### src/rtl/matrix_xof_sched.sv
// ----------------------------------------------------------------------------
// matrix_xof_sched
//
// Walks the K x K public matrix in row-major order and, for each entry (i,j),
// drives one shake128 instance through a reset / absorb-squeeze / hold cycle.
// The absorbed message is rho || b0 || b1, where (b0,b1) = (j,i) normally and
// (i,j) when transpose is set. The consumer reads the squeezed bytes directly
// from shake128's output_string while out_valid is high.
//
// Optional feature (macro XOF_TIMEOUT_EN): bounds the RUN phase to TIMEOUT
// cycles. On expiry err is set (sticky) and the scheduler returns to IDLE
// without a done pulse. Without the macro RUN waits indefinitely, err = 0.
//
// Ports
//   clk, rst          single clock, synchronous active-high reset
//   start             begin a K*K job (sampled only in IDLE)
//   rho[255:0]        seed, captured with start
//   transpose         index ordering select, captured with start
//   xof_rst           reset to shake128 (high in IDLE, LOAD, FIN)
//   xof_enable        enable to shake128 (high in RUN)
//   xof_in[271:0]     absorbed message
//   xof_domain[3:0]   constant 4'b1111
//   xof_output_len    constant OUT_LEN
//   xof_done          shake128 done flag
//   out_valid         entry (out_i,out_j) is available on output_string
//   out_ready         consumer has taken the current entry
//   out_i, out_j      indices of the entry in flight
//   busy              high in any state except IDLE
//   done              one-cycle pulse after the last entry was consumed
//   err               sticky timeout flag
//   dbg_state[2:0]    current FSM state (IDLE=0 LOAD=1 RUN=2 HOLD=3 FIN=4)
//
// Handshake: an entry transfers on the rising edge where out_valid and
// out_ready are both 1. out_valid, out_i, out_j and xof_in do not change
// while out_valid is high and out_ready is low.
// ----------------------------------------------------------------------------
module matrix_xof_sched #(
    parameter int          K       = 3,
    parameter logic [13:0] OUT_LEN = 14'd5376,
    parameter int          TIMEOUT = 1023
) (
    input  logic         clk,
    input  logic         rst,
    input  logic         start,
    input  logic [255:0] rho,
    input  logic         transpose,
    output logic         xof_rst,
    output logic         xof_enable,
    output logic [271:0] xof_in,
    output logic [3:0]   xof_domain,
    output logic [13:0]  xof_output_len,
    input  logic         xof_done,
    output logic         out_valid,
    input  logic         out_ready,
    output logic [1:0]   out_i,
    output logic [1:0]   out_j,
    output logic         busy,
    output logic         done,
    output logic         err,
    output logic [2:0]   dbg_state
);

    localparam logic [2:0] IDLE = 3'd0;
    localparam logic [2:0] LOAD = 3'd1;
    localparam logic [2:0] RUN  = 3'd2;
    localparam logic [2:0] HOLD = 3'd3;
    localparam logic [2:0] FIN  = 3'd4;

    localparam logic [1:0] KM1 = 2'(K - 1);

    logic [2:0]   state_q, state_d;
    logic [1:0]   i_q, i_d;
    logic [1:0]   j_q, j_d;
    logic [255:0] rho_q, rho_d;
    logic         tr_q, tr_d;

`ifdef XOF_TIMEOUT_EN
    localparam int CW = $clog2(TIMEOUT + 1);
    logic [CW-1:0] cnt_q, cnt_d;
    logic          err_q, err_d;
`else
    // TIMEOUT only matters when the timeout feature is built in.
    logic unused_timeout;
    assign unused_timeout = ^32'(TIMEOUT);
`endif

    always_comb begin
        state_d = state_q;
        i_d     = i_q;
        j_d     = j_q;
        rho_d   = rho_q;
        tr_d    = tr_q;
`ifdef XOF_TIMEOUT_EN
        cnt_d   = cnt_q;
        err_d   = err_q;
`endif
        case (state_q)
            IDLE: begin
                if (start) begin
                    rho_d   = rho;
                    tr_d    = transpose;
                    i_d     = 2'd0;
                    j_d     = 2'd0;
                    state_d = LOAD;
`ifdef XOF_TIMEOUT_EN
                    err_d   = 1'b0;
`endif
                end
            end
            LOAD: begin
                // xof_done is deliberately not looked at here: a stale flag
                // from the previous entry must not short-circuit RUN.
                state_d = RUN;
`ifdef XOF_TIMEOUT_EN
                cnt_d   = '0;
`endif
            end
            RUN: begin
                if (xof_done) begin
                    state_d = HOLD;
                end
`ifdef XOF_TIMEOUT_EN
                // cnt_q counts completed RUN cycles; this is the TIMEOUT-th.
                else if (cnt_q == CW'(TIMEOUT - 1)) begin
                    err_d   = 1'b1;
                    state_d = IDLE;
                end else begin
                    cnt_d = cnt_q + 1'b1;
                end
`endif
            end
            HOLD: begin
                if (out_ready) begin
                    if (i_q == KM1 && j_q == KM1) begin
                        state_d = FIN;
                    end else begin
                        if (j_q == KM1) begin
                            j_d = 2'd0;
                            i_d = i_q + 2'd1;
                        end else begin
                            j_d = j_q + 2'd1;
                        end
                        state_d = LOAD;
                    end
                end
            end
            FIN: begin
                state_d = IDLE;
            end
            default: begin
                state_d = IDLE;
            end
        endcase
    end

    always_ff @(posedge clk) begin
        if (rst) begin
            state_q <= IDLE;
            i_q     <= 2'd0;
            j_q     <= 2'd0;
            rho_q   <= '0;
            tr_q    <= 1'b0;
`ifdef XOF_TIMEOUT_EN
            cnt_q   <= '0;
            err_q   <= 1'b0;
`endif
        end else begin
            state_q <= state_d;
            i_q     <= i_d;
            j_q     <= j_d;
            rho_q   <= rho_d;
            tr_q    <= tr_d;
`ifdef XOF_TIMEOUT_EN
            cnt_q   <= cnt_d;
            err_q   <= err_d;
`endif
        end
    end

    // shake128 is kept in reset whenever it is not computing or holding a
    // result, so an idle or finished scheduler never leaves it running.
    assign xof_rst        = (state_q == IDLE) || (state_q == LOAD) || (state_q == FIN);
    assign xof_enable     = (state_q == RUN);
    assign xof_in         = tr_q ? {6'd0, j_q, 6'd0, i_q, rho_q}
                                 : {6'd0, i_q, 6'd0, j_q, rho_q};
    assign xof_domain     = 4'b1111;
    assign xof_output_len = OUT_LEN;
    assign out_valid      = (state_q == HOLD);
    assign out_i          = i_q;
    assign out_j          = j_q;
    assign busy           = (state_q != IDLE);
    assign done           = (state_q == FIN);
    assign dbg_state      = state_q;
`ifdef XOF_TIMEOUT_EN
    assign err            = err_q;
`else
    assign err            = 1'b0;
`endif

endmodule

### config.mk
export PLATFORM = sky130hd
export DESIGN_NAME = matrix_xof_sched
export DESIGN_NICKNAME = d
export VERILOG_FILES = /design/src/rtl/matrix_xof_sched.sv
export SDC_FILE = /design/constraint.sdc
export NUM_CORES = 1
export LEC_CHECK = 0
export BUFFER_PORTS_ARGS = -buffer_cell sky130_fd_sc_hd__buf_2
export CAP_MARGIN = 20
export CELL_PAD_IN_SITES_DETAIL_PLACEMENT = 0
export CELL_PAD_IN_SITES_GLOBAL_PLACEMENT = 1
export CORE_AREA = 2 2 221 223
export CTS_CLUSTER_DIAMETER = 150
export DETAILED_ROUTE_END_ITERATION = 8
export DIE_AREA = 0 0 223 225
export PLACE_DENSITY_LB_ADDON = 0.2
export SLEW_MARGIN = 20
export SYNTH_ARGS = -nofsm -noshare
export SYNTH_HDL_FRONTEND = slang
export SYNTH_SLANG_ARGS = --single-unit
### constraint.sdc
create_clock -name clk -period 2.91 [get_ports clk]
set_input_delay 0.1455 -clock clk [delete_from_list [all_inputs] [get_ports clk]]
set_output_delay 0.1455 -clock clk [all_outputs]
set_load 0.03 [all_outputs]
==> results of run 1 <==
-- metal layers --
layer	vias up	global-route usage [%]	wire [um]
li1	5290	-	-
met2	366	24.8	18500
met4	2	5.67	1110
met5	-	0	5
met3	60	4.98	3190
met1	4807	17.2	16200
-- stage by stage --
| step | hold slack (ns) | util, % | cells | power (mW) |
|---|---|---|---|---|
| floorplan | 0.281 | - | 1225 | 5.25 |
| global placement | 0.385 | 26.4 | 2265 | 5.89 |
| detailed placement | 0.391 | 26.4 | 2265 | 5.91 |
| CTS | 0.0513 | 34.2 | 2584 | 10.5 |
| global route | 0.0995 | 34.2 | 2586 | 10.8 |
| finish | 0.0977 | 34.2 | 2586 | 10.2 |
-- cells in the mapped netlist, drive strengths merged --
cell / number
a2111o: 1
a21oi: 261
and2: 1
and4b: 1
buf: 81
clkbuf: 39
conb: 2
dfxtp: 264
ha: 1
inv: 1
mux2: 3
mux2i: 3
nand2: 516
nand2b: 2
nand3: 1
nand3b: 1
nand4bb: 1
nor2: 2
nor3b: 2
nor4: 1
nor4b: 1
o211a: 1
o21a: 1
o21ai: 1
o22ai: 1
o311ai: 2
or3: 1
or4: 1
or4b: 2
or4bb: 1
-- flip-flops by register name (all words and copies together), names as in the netlist --
| name | cells |
|---|---|
| dbg_state | 3 |
| out_i | 2 |
| out_j | 2 |
| rho_q | 256 |
| tr_q | 1 |
-- cell type report --
| type | instances | area (um^2) | share of cell area (%) |
|---|---|---|---|
| Antenna cell | 2 | 5.00 | 0.0308 |
| Clock buffer | 49 | 1010 | 6.21 |
| Tap cell | 615 | 769 | 4.73 |
| Timing Repair Buffer | 805 | 5470 | 33.6 |
| Sequential cell | 264 | 5290 | 32.5 |
| Clock inverter | 10 | 78.8 | 0.485 |
| Inverter | 1 | 3.75 | 0.0231 |
| Multi-Input combinational cell | 840 | 3650 | 22.4 |
-- kinds of logic (layout without fill, tap and decap cells) --
family	count (synthesis)	count (layout)	synth area share [%]
buffers and inverters	121	865	6.70
AOI/OAI and AO/OA	268	268	14.4
DFF	264	264	56.0
adders and majority gates	1	1	0.132
and+or+nand+nor	534	534	22.0
other	2	33	0.0795
muxes	6	6	0.676
-- tightest hold or removal path, delay by kind of cell --
kind / cells / cell delay (ns)
simple gates: 2 / 0.25
buf+inv: 1 / 0.12
compound gates: 1 / 0.06
-- power by group through the flow --
stage / Clock, mW / Combinational [mW] / Sequential (mW)
finish: 4.16 / 2.08 / 4.01
global route: 4.48 / 2.25 / 4.04
CTS: 4.35 / 2.11 / 4.01
detailed placement: 0 / 1.82 / 4.08
global placement: 0 / 1.82 / 4.07
floorplan: 0 / 0.667 / 4.58
-- final timing paths --
kind                                   start          to  slack (ns)  cells past startpoint
worst max register to register  dbg_state[2]  rho_q[192]        0.98                      4
worst min register to register    rho_q[110]  rho_q[110]        0.45                      2
worst max-delay path            dbg_state[1]   out_valid        0.96                      3
worst min-delay path                   start   rho_q[58]         0.1                      4
==> results by stage, run 1 <==
Pwr:
- Registers are responsible for 39.1% of the overall power.
- For this design the total switching power over the nets is 3.12 mW.
- The share of power burned in combinational logic is 20.3%.
- Net switching is 30.4% of the power.
- The clock share of power is 40.6%.
- VDD sags by at most 0.000385 V.
- The leakage power is 7.52 nW.
- The internal power of the cells totals 7.13 mW.
- The cell area power density is 630 nW/um^2.

STA:
- The worst path meets setup with 0.963 ns of slack.
- The number of slew-limit violations in the final report is 0.
- The final clock skew is 0.0145 ns.
- Based on the critical path, the design can be clocked at up to 0.514 GHz.
- After routing, the total negative slack on setup checks comes to 0 ns.
- The minimum clock period is 1.95 ns.
- The worst pin sits at a relative slew slack of 45.4%.
- Setup violations remaining at the end of the flow were counted as 0.
- The total count of hold-check failures in the final report is 0.
- The worst-margin pin slew is 0.819 ns.
- The worst path uses 66.9% of the clock period.
- Setup repair after global routing left no endpoint under its margin.

Logic synthesis:
- The cell area after technology mapping is 9440 um^2.
- By area the synthesized netlist is led by sky130_fd_sc_hd__dfxtp_1, sky130_fd_sc_hd__nand2_1, sky130_fd_sc_hd__a21oi_1, sky130_fd_sc_hd__buf_2, sky130_fd_sc_hd__buf_4.
- The flip-flop and latch count after synthesis is 264.
- The number of synthesis warnings is 0.
- The synthesized netlist contains 32 unique library cells.
- The biggest area consumer among synthesized cells is sky130_fd_sc_hd__dfxtp_1.
- In the synthesized netlist, the number of instances is 1196.
- Of the post-synthesis cell area, the dominant cell type holds 56.0%.
- Sequential cells were found to cover 56.0% of the synthesized design area.
- After synthesis, the mean cell area works out to 7.90 um^2.

Setup path:
- Data on the critical path arrives at its endpoint at 1.80 ns.
- The worst setup path is captured at an output port.
- The critical path in this run is classified as register to output port.
- In this design, the stage delay of the slowest critical-path cell is 0.60 ns.
- The gate family responsible for the most delay along the worst path is flip-flops.
- Among all stages on the critical path, the largest delay is contributed by sky130_fd_sc_hd__dfxtp_1.
- Together, buffers and inverters on the worst path number 1.
- The maximum fanout along the worst path is 12.
- The startpoint kind of the worst setup timing path is a register.
- Traced cell by cell, the critical path runs through nand2_1 > nor2_1 > buf_2.
- At the worst endpoint, the required time is 2.76 ns.

Floorplan:
- In this run the standard cell core region covers 47500 um^2.
- The die is 225 um tall.
- The die covers 50200 um^2.
- Once the floorplan was initialized, standard cells occupied 19.9% of the core.
- The floorplan has 80 rows.
- The horizontal die dimension is 223 um.
- In this run the count of I/O pins placed on the die edge is 565.

Clock network:
- After clock tree synthesis, the clock-pin slew on the worst setup and hold paths is 0.05 ns.
- The number of clock sinks seen by CTS is 264.
- The number of gates resized after CTS is 0.
- The number of H-tree levels is 2.
- Clock latency on the worst-skew pair, taken at its later pin, is 0.53 ns.
- No sink is reached through more buffers than the 3 on the longest clock path.
- The number of hold buffers added after CTS was 260.
- The post-CTS repair timing setup buffer count is 0.
- In this run, CTS created clock tree buffers numbering 35.
- The tree is rooted in a sky130_fd_sc_hd__clkbuf_16.
- The clock tree from TritonCTS is done.

Placement:
- The setup slack at placement is 1.01 ns.
- Detailed placement finished with a half-perimeter wire length of 26.3 mm.
- Routability-driven placement finished with a final weighted congestion of 0.733.
- The number of port buffers is 533.
- The cell area reported after detailed placement is 12600 um^2.

Cells and area:
- Relative to the synthesized area, the layout overhead comes to 72.3%.
- The number of nets in the layout is 2210.
- The filler cells instantiated in the layout total 5132.
- The post-route netlist has 30.6% of its cells at a drive strength greater than 1.
- The finished cells cover 16300 um^2.
- The most common cell after layout, fill and taps aside is sky130_fd_sc_hd__buf_2.
- Leaving out fill and tap cells, the most frequent cells in the layout are sky130_fd_sc_hd__buf_2, sky130_fd_sc_hd__nand2_1, sky130_fd_sc_hd__dfxtp_1.

Route:
- The final routed wirelength across all metal layers is 39.0 mm.
- After detailed routing, the average wire length per cell comes to 15.1 um.
- The first routing iteration left 502 violations.
- The post-route DRC violation count is 0.
- The detailed router placed 10525 vias in this run.
- The first detailed-routing pass ran for 6 iterations.
- The count of nets left with antenna violations once routing finished came out at 0.
- The vias per cell is 4.07.

Global routing:
- Entering global routing, the biggest net connects 142 pins.
- The first global-routing pass estimated 58.3 mm of wire.
- The initial antenna violation count was 2.
- Global routing consumed, over all layers together, 14.7% of the routing resources.
- After global routing the overflow that remains totals 0.
- The number of global-route vias before repair is 10219.

Flow run:
- The number of maximum-capacitance constraint violations is 0.

Min path:
- The worst hold-check path type is input port to register.

Status:
- The flow ran to the end, and the final reports show no timing, DRC or antenna violations.
(Power assumes the default switching activity.)
==> inputs of run 2 (changes only) <==
--- a/config.mk
+++ b/config.mk
@@ -9,10 +9,10 @@
 export CAP_MARGIN = 20
 export CELL_PAD_IN_SITES_DETAIL_PLACEMENT = 0
 export CELL_PAD_IN_SITES_GLOBAL_PLACEMENT = 1
-export CORE_AREA = 2 2 221 223
+export CORE_AREA = 2 2 219 221
 export CTS_CLUSTER_DIAMETER = 150
 export DETAILED_ROUTE_END_ITERATION = 8
-export DIE_AREA = 0 0 223 225
+export DIE_AREA = 0 0 221 223
 export PLACE_DENSITY_LB_ADDON = 0.2
 export SLEW_MARGIN = 20
 export SYNTH_ARGS = -nofsm -noshare
==> constraint.sdc (replaced) <==
create_clock -name clk -period 1.8 [get_ports clk]
set_input_delay 0.09 -clock clk [delete_from_list [all_inputs] [get_ports clk]]
set_output_delay 0.09 -clock clk [all_outputs]
set_load 0.03 [all_outputs]
==> run 2 against run 1 <==
Effect of this change:
- register-to-register slack got worse by 0.92 ns
- wire length down 0.43%
- final area grew 1.5%
- sequential cell count did not move
- critical endpoint is now rho_q[190]
- first-iteration DRC count is 14% lower
- clock skew shrank 0.0041 ns
- largest cell class unchanged
- largest power group unchanged
==> results by stage, run 2 (same netlist as run 1, synthesis figures left out) <==
Status:
- Outcome: completed (unchanged).

Route:
- The vias per cell is 4.05 (was 4.07).
- The post-route DRC violation count is 0 (unchanged).
- The final routed wirelength across all metal layers is 38.9 mm (was 39.0 mm).
- The first-iteration detailed-routing DRC count was 432 (was 502).
- The via count is 10530 (was 10525).
- The length of the first detailed-routing pass in iterations was 6 (unchanged).
- The average wire per cell in the routed design was 14.9 um (was 15.1 um).
- The count of nets left with antenna violations after detail routing is 0 (unchanged).

Setup path:
- The worst reg2reg path startpoint is dbg_state[2] (unchanged).
- The endpoint of the most critical register-to-register path is rho_q[190] (was rho_q[192]).
- The destination of the critical timing path is rho_q[190] (was out_valid).
- The cell count of the worst reg-to-reg path is 4 (unchanged).
- The startpoint kind of the worst setup timing path is a register (unchanged).
- The register-to-register setup slack is 0.06 ns (was 0.98 ns).
- The launching instance or port of the critical path is dbg_state[2] (was dbg_state[1]).
- The endpoint arrival time on the critical path is 2.11 ns (was 1.80 ns).
- The required time of the critical path is 2.16 ns (was 2.76 ns).
- The kind of end point of the critical path is a register (was output port).
- The maximum fanout along the worst path is 93 (was 12).
- The category of the critical setup timing path was register to register (was register to output port).

STA:
- Setup repair after global routing missed its margin: false (unchanged).
- The number of slew-limit violations in the final report was 0 (unchanged).
- The worst-margin pin slew was 0.711 ns (was 0.819 ns).
- The post-route worst hold slack is 0.351 ns (was 0.0977 ns).
- The part of the cycle the worst path needs is 96.8%.
- The number of failing setup endpoints in the final timing report is 0 (unchanged).
- The summed negative setup slack over all endpoints is 0 ns (unchanged).
- The normalized max-slew margin is 52.6% (was 45.4%).
- The total count of hold-check failures in the final report came to 0 (unchanged).
- The smallest clock period supported by the final layout is computed as 1.74 ns.
- The final clock skew came to 0.0104 ns (was 0.0145 ns).
- The maximum frequency from static timing analysis is 0.574 GHz.

Pwr:
- The leakage power is 7.66 nW (was 7.52 nW).
- The worst ir drop on vdd came to 0.000685 V (was 0.000385 V).
- The cell area power density came to 1020 nW/um^2 (was 630 nW/um^2).

Floorplan:
- The die footprint came to 49300 um^2 (was 50200 um^2).
- The starting utilization of the core area is 20.0% (was 19.9%).
- The number of placed I/O pins is 565 (unchanged).
- The floorplan row count is 80 (unchanged).
- The horizontal die dimension is 221 um (was 223 um).
- The overall die height is 223 um (was 225 um).
- The core box area is 47100 um^2 (was 47500 um^2).

Global routing:
- The aggregate global routing overflow came to 0 (unchanged).
- The pin count of the biggest net entering global routing is 134 (was 142).
- The global-route wire length before repair was 58.8 mm (was 58.3 mm).
- The initial antenna violation count is 1 (was 2).
- The number of global-route vias before repair is 10418 (was 10219).
- The overall routing resource usage was 14.9% (was 14.7%).

Cells and area:
- The register containing the most flip-flops in the final layout is rho_q (unchanged).
- The fill cell instance count of the final layout was 5084 (was 5132).
- The number of nets in the layout was 2227 (was 2210).
- The fraction of layout cells with a size suffix above 1 is 31.3% (was 30.6%).
- Commonest cells after routing, fill and taps aside: sky130_fd_sc_hd__buf_2, sky130_fd_sc_hd__nand2_1, sky130_fd_sc_hd__dfxtp_1 (unchanged).
- The most common cell after layout, fill and taps aside is sky130_fd_sc_hd__buf_2 (unchanged).
- The flip-flop count of the largest register, all copies and words added came to 256 (unchanged).
- The area growth from synthesis to final layout is 74.9% (was 72.3%).

Placement:
- The number of port buffers is 533 (unchanged).
- The weighted congestion at the end of routability-driven global placement was 0.773 (was 0.733).
- The post-DP HPWL is 26.5 mm (was 26.3 mm).

Clock network:
- The clock transition at the register clock pins on the worst setup and hold paths after CTS was 0.06 ns (was 0.05 ns).
- The maximum buffer depth of the clock tree is 3 (unchanged).
- The number of H-tree levels is 2 (unchanged).
- The cell chosen for the clock root is sky130_fd_sc_hd__clkbuf_16 (unchanged).
- The clock buffer count from CTS is 35 (unchanged).
- The source-to-sink clock delay at the later pin of the worst-skew pair is 0.52 ns (was 0.53 ns).
- The number of clock sinks seen by CTS is 264 (unchanged).
- The clock tree from TritonCTS was done (unchanged).

Flow run:
- The number of maximum-capacitance constraint violations came to 0 (unchanged).

Min path:
- The worst hold-check path type is input port to register (unchanged).
- The worst hold path cell count is 4 (unchanged).
[run 2: changes by cell type in the layout (fill, tap and decap cells not counted), sizes merged]
cell	previous run	this run
buf	544	559
clkbuf	50	55
clkinv	8	6
diode	2	1
dlygate4sd3	260	261
inv	2	1
[run 2: how the worst min path moves through the flow]
stage,endpoint,startpoint
global route,rho_q[168],rho[168]
global placement,rho_q[54],rho[54]
finish,rho_q[58],rho[58]
detailed placement,rho_q[4],rho[4]
floorplan,tr_q,transpose
CTS,rho_q[37],rho[37]
[run 2: worst max-delay path: stages, from the launching register on]
cell                      delay (ns)
sky130_fd_sc_hd__dfxtp_1        0.36
sky130_fd_sc_hd__or4b_4         0.65
sky130_fd_sc_hd__buf_12         0.24
sky130_fd_sc_hd__nand2_1        0.15
sky130_fd_sc_hd__a21oi_1        0.09
[run 2: what timing repair did]
action | in CTS | in global routing
setup buffers | 0 | 2
hold buffers | 261 | 0
hold endpoints to repair | 261 | 0
endpoints found under the setup margin | 0 | 19
resized for setup | 0 | 2
[run 2: where the power goes]
part / switching, mW / total [mW] / leakage [nW] / internal [mW]
logic: 2.18 / 3.47 / 4.92 / 1.28
registers: 0.198 / 6.47 / 2.17 / 6.27
clock network: 2.61 / 6.90 / 0.573 / 4.28
[run 2: per-stage QoR]
stage	cells	utilization, %	cell area, um^2	power (mW)	worst slack (ns)
after CTS	2599	35.0	16500	17.2	0.00716
after floorplan	1225	-	9550	8.48	0.0981
after detailed placement	2278	27.0	12700	9.61	0.0794
after global routing	2602	35.0	16500	17.7	0.000816
after global placement	2278	27.0	12700	9.59	0.115
final	2603	35.0	16500	16.8	0.0567
[run 2: area by class of cell]
cell class                      instances  area [um^2]  share of cell area (%)
Tap cell                              615          769                    4.66
Clock inverter                          7         63.8                   0.386
Antenna cell                            1         2.50                  0.0152
Multi-Input combinational cell        840         3650                    22.1
Inverter                                1         3.75                  0.0227
Clock buffer                           53         1090                    6.58
Timing Repair Buffer                  822         5660                    34.3
Sequential cell                       264         5290                    32.0
[run 2: per-layer routing]
metal / track usage [%] / up-vias / share of wire, %
met4: 4.85 / 0 / 2.4
met2: 24.6 / 358 / 46
met1: 18.2 / 4795 / 43
met5: 0 / - / 0
li1: - / 5328 / -
met3: 4.90 / 49 / 7.8
==> inputs of run 3 (changes only) <==
--- a/config.mk
+++ b/config.mk
@@ -14,6 +14,7 @@
 export DETAILED_ROUTE_END_ITERATION = 8
 export DIE_AREA = 0 0 221 223
 export PLACE_DENSITY_LB_ADDON = 0.2
+export RECOVER_POWER = 25
 export SLEW_MARGIN = 20
 export SYNTH_ARGS = -nofsm -noshare
 export SYNTH_HDL_FRONTEND = slang
==> run 3 against run 2 <==
Effect of this change:
- global-route usage unchanged
- power decreased by 0.28%
- sequential cell count unchanged
- first-iteration DRC count shrank 0.46%
- maximum frequency is 0.37% lower
- core utilization is 0.35 points lower
- worst hold slack about the same
- clock-buffer cell count is the same
- sequential power about the same
- sequential share of layout area rose by 0.32 points
- largest cell class unchanged
==> results by stage, run 3 (same netlist as run 1, synthesis figures left out) <==
Setup path:
- The delay of the slowest cell on the worst path was 0.65 ns (about the same).
- The required time of the critical path came to 2.16 ns (about the same).
- The gate family responsible for the most delay along the worst path is simple AND/OR/NAND/NOR gates (unchanged).
- The startpoint kind of the worst setup timing path was a register (unchanged).
- The kind of end point of the critical path was a register (unchanged).
- The critical path depth is 4 (unchanged).
- The category of the critical setup timing path was register to register (unchanged).
- Cells traversed along the worst timing path: or4b_4 > buf_12 > nand2_1 > a21oi_1 (unchanged).
- The maximum fanout along the worst path was 93 (unchanged).
- The critical-path cell with the highest stage delay is sky130_fd_sc_hd__or4b_4 (unchanged).
- The cell count of the worst reg-to-reg path was 4 (unchanged).
- The number of buffer and inverter stages on the critical path came to 1 (unchanged).
- The endpoint arrival time on the critical path came to 2.11 ns (about the same).

Route:
- The total length of routed met3 wires was 2.98 mm (was 3.01 mm).
- The highest routed metal layer is met4 (unchanged).
- The final routed wirelength across all metal layers came to 38.9 mm (about the same).
- The length of the first detailed-routing pass in iterations was 4 (was 6).
- The met2 wirelength from detailed routing is 18.1 mm (was 18.0 mm).
- The first-iteration detailed-routing DRC count is 430 (was 432).
- The via count is 10531 (was 10530).
- The post-route DRC violation count is 0 (unchanged).
- The sum of routed wire segments on met1 was 17.0 mm (was 16.9 mm).
- The vias per cell is 4.05 (about the same).
- The count of nets left with antenna violations after detail routing was 0 (unchanged).
- The average wire per cell in the routed design is 14.9 um (about the same).

STA:
- The total count of hold-check failures in the final report is 0 (unchanged).
- The maximum frequency from static timing analysis came to 0.572 GHz (was 0.574 GHz).
- The worst-margin pin slew is 0.717 ns (was 0.711 ns).
- The part of the cycle the worst path needs is 97.2% (was 96.8%).
- The summed negative setup slack over all endpoints is 0 ns (unchanged).
- The final clock skew came to 0.00946 ns (was 0.0104 ns).
- The number of failing setup endpoints in the final timing report is 0 (unchanged).
- The normalized max-slew margin is 52.2% (was 52.6%).
- Setup repair after global routing missed its margin: false (unchanged).
- The number of slew-limit violations in the final report is 0 (unchanged).
- The minimum clock period is 1.75 ns (was 1.74 ns).

Global routing:
- The global-route wire length before repair is 58.8 mm (unchanged).
- The pin count of the biggest net entering global routing is 134 (unchanged).
- The aggregate global routing overflow is 0 (unchanged).
- The overall routing resource usage is 14.9% (unchanged).
- The number of global-route vias before repair is 10418 (unchanged).
- The initial antenna violation count is 1 (unchanged).

Pwr:
- The leakage power is 7.13 nW (was 7.66 nW).
- The worst ir drop on vdd is 0.000683 V (was 0.000685 V).
- The cell area power density came to 1030 nW/um^2 (was 1020 nW/um^2).

Clock network:
- The source-to-sink clock delay at the later pin of the worst-skew pair is 0.52 ns (about the same).
- The cell chosen for the clock root is sky130_fd_sc_hd__clkbuf_16 (unchanged).
- The number of H-tree levels came to 2 (unchanged).
- The number of clock sinks seen by CTS is 264 (unchanged).
- The maximum buffer depth of the clock tree is 3 (unchanged).
- The clock transition at the register clock pins on the worst setup and hold paths after CTS is 0.06 ns (about the same).
- The clock buffer count from CTS is 35 (unchanged).
- The clock tree from TritonCTS is done (unchanged).

Placement:
- The number of port buffers is 533 (unchanged).
- The number of placed instances, taps included came to 2278 (unchanged).
- The weighted congestion at the end of routability-driven global placement was 0.773 (unchanged).
- The post-DP HPWL was 26.5 mm (unchanged).

Floorplan:
- The overall die height is 223 um (unchanged).
- The number of placed I/O pins is 565 (unchanged).
- The starting utilization of the core area is 20.0% (unchanged).
- The floorplan row count is 80 (unchanged).
- The die footprint is 49300 um^2 (unchanged).
- The horizontal die dimension is 221 um (unchanged).
- The core box area was 47100 um^2 (unchanged).

Flow run:
- The number of maximum-capacitance constraint violations is 0 (unchanged).

Cells and area:
- The fraction of the core area covered by cells at the end of the flow came to 34.7% (was 35.0%).
- The flip-flop count of the largest register, all copies and words added came to 256 (unchanged).
- The fraction of layout cells with a size suffix above 1 is 24.7% (was 31.3%).
- The final non-filler cell total is 2603 (unchanged).
- The most common cell after layout, fill and taps aside is sky130_fd_sc_hd__nand2_1 (was sky130_fd_sc_hd__buf_2).
- Commonest cells after routing, fill and taps aside: sky130_fd_sc_hd__nand2_1, sky130_fd_sc_hd__buf_2, sky130_fd_sc_hd__dfxtp_1 (was sky130_fd_sc_hd__buf_2, sky130_fd_sc_hd__nand2_1, sky130_fd_sc_hd__dfxtp_1).
- The register containing the most flip-flops in the final layout is rho_q (unchanged).
- The fill cell instance count of the final layout is 5127 (was 5084).
- The number of nets in the layout was 2227 (unchanged).
- The area growth from synthesis to final layout came to 73.2% (was 74.9%).

Min path:
- The worst hold-check path type is input port to register (unchanged).
- The worst hold path cell count is 4 (unchanged).

Status:
- Outcome: completed (unchanged).
run 3: power breakdown:
part | leakage [nW] | total [mW] | switching [mW] | internal, mW
logic | 4.39 | 3.41 | 2.18 | 1.23
registers | 2.17 | 6.47 | 0.204 | 6.27
clock network | 0.573 | 6.90 | 2.62 | 4.28
run 3: path summary, 6_finish.rpt:
path	end	slack [ns]	from
worst max-delay path	rho_q[190]	0.05	dbg_state[2]
worst min-delay path	rho_q[58]	0.35	rho[58]
worst max register to register	rho_q[190]	0.05	dbg_state[2]
worst min register to register	rho_q[240]	0.45	rho_q[240]
run 3: cell type report:
| class | count | area, um^2 | share of cell area (%) |
|---|---|---|---|
| well taps | 615 | 769 | 4.71 |
| diodes | 1 | 2.50 | 0.0153 |
| clock buffers | 53 | 1090 | 6.64 |
| repair buffers | 822 | 5490 | 33.6 |
| flip-flops and latches | 264 | 5290 | 32.3 |
| inverters | 1 | 3.75 | 0.0230 |
| multi-input cells | 840 | 3650 | 22.3 |
| clock inverters | 7 | 63.8 | 0.390 |
run 3: per-layer routing:
metal  GRT usage (%)  vias up
met1            18.2     4811
met4            4.85        0
met3            4.90       47
li1                -     5331
met2            24.6      342
met5               0        -
run 3: through the flow:
| stage | power, mW | hold WS, ns | setup WS [ns] | cell area, um^2 |
|---|---|---|---|---|
| floorplan | 8.48 | 0.226 | 0.0981 | 9550 |
| global placement | 9.59 | 0.329 | 0.115 | 12700 |
| detailed placement | 9.61 | 0.336 | 0.0794 | 12700 |
| CTS | 17.2 | 0.304 | 0.00716 | 16500 |
| global route | 17.7 | 0.343 | 0.000816 | 16400 |
| finish | 16.8 | 0.350 | 0.0503 | 16400 |
run 3: tightest hold or removal path, delay by kind of cell:
family,cells,cell delay [ns]
buf+inv,2,0.65
simple gates,1,0.04
compound gates,1,0.05
run 3: repair_timing:
item,in CTS,in global routing
endpoints found under the hold margin,261,0
setup endpoints to repair,0,19
gates resized for setup,0,2
hold buffers,261,0
setup buffers,0,2
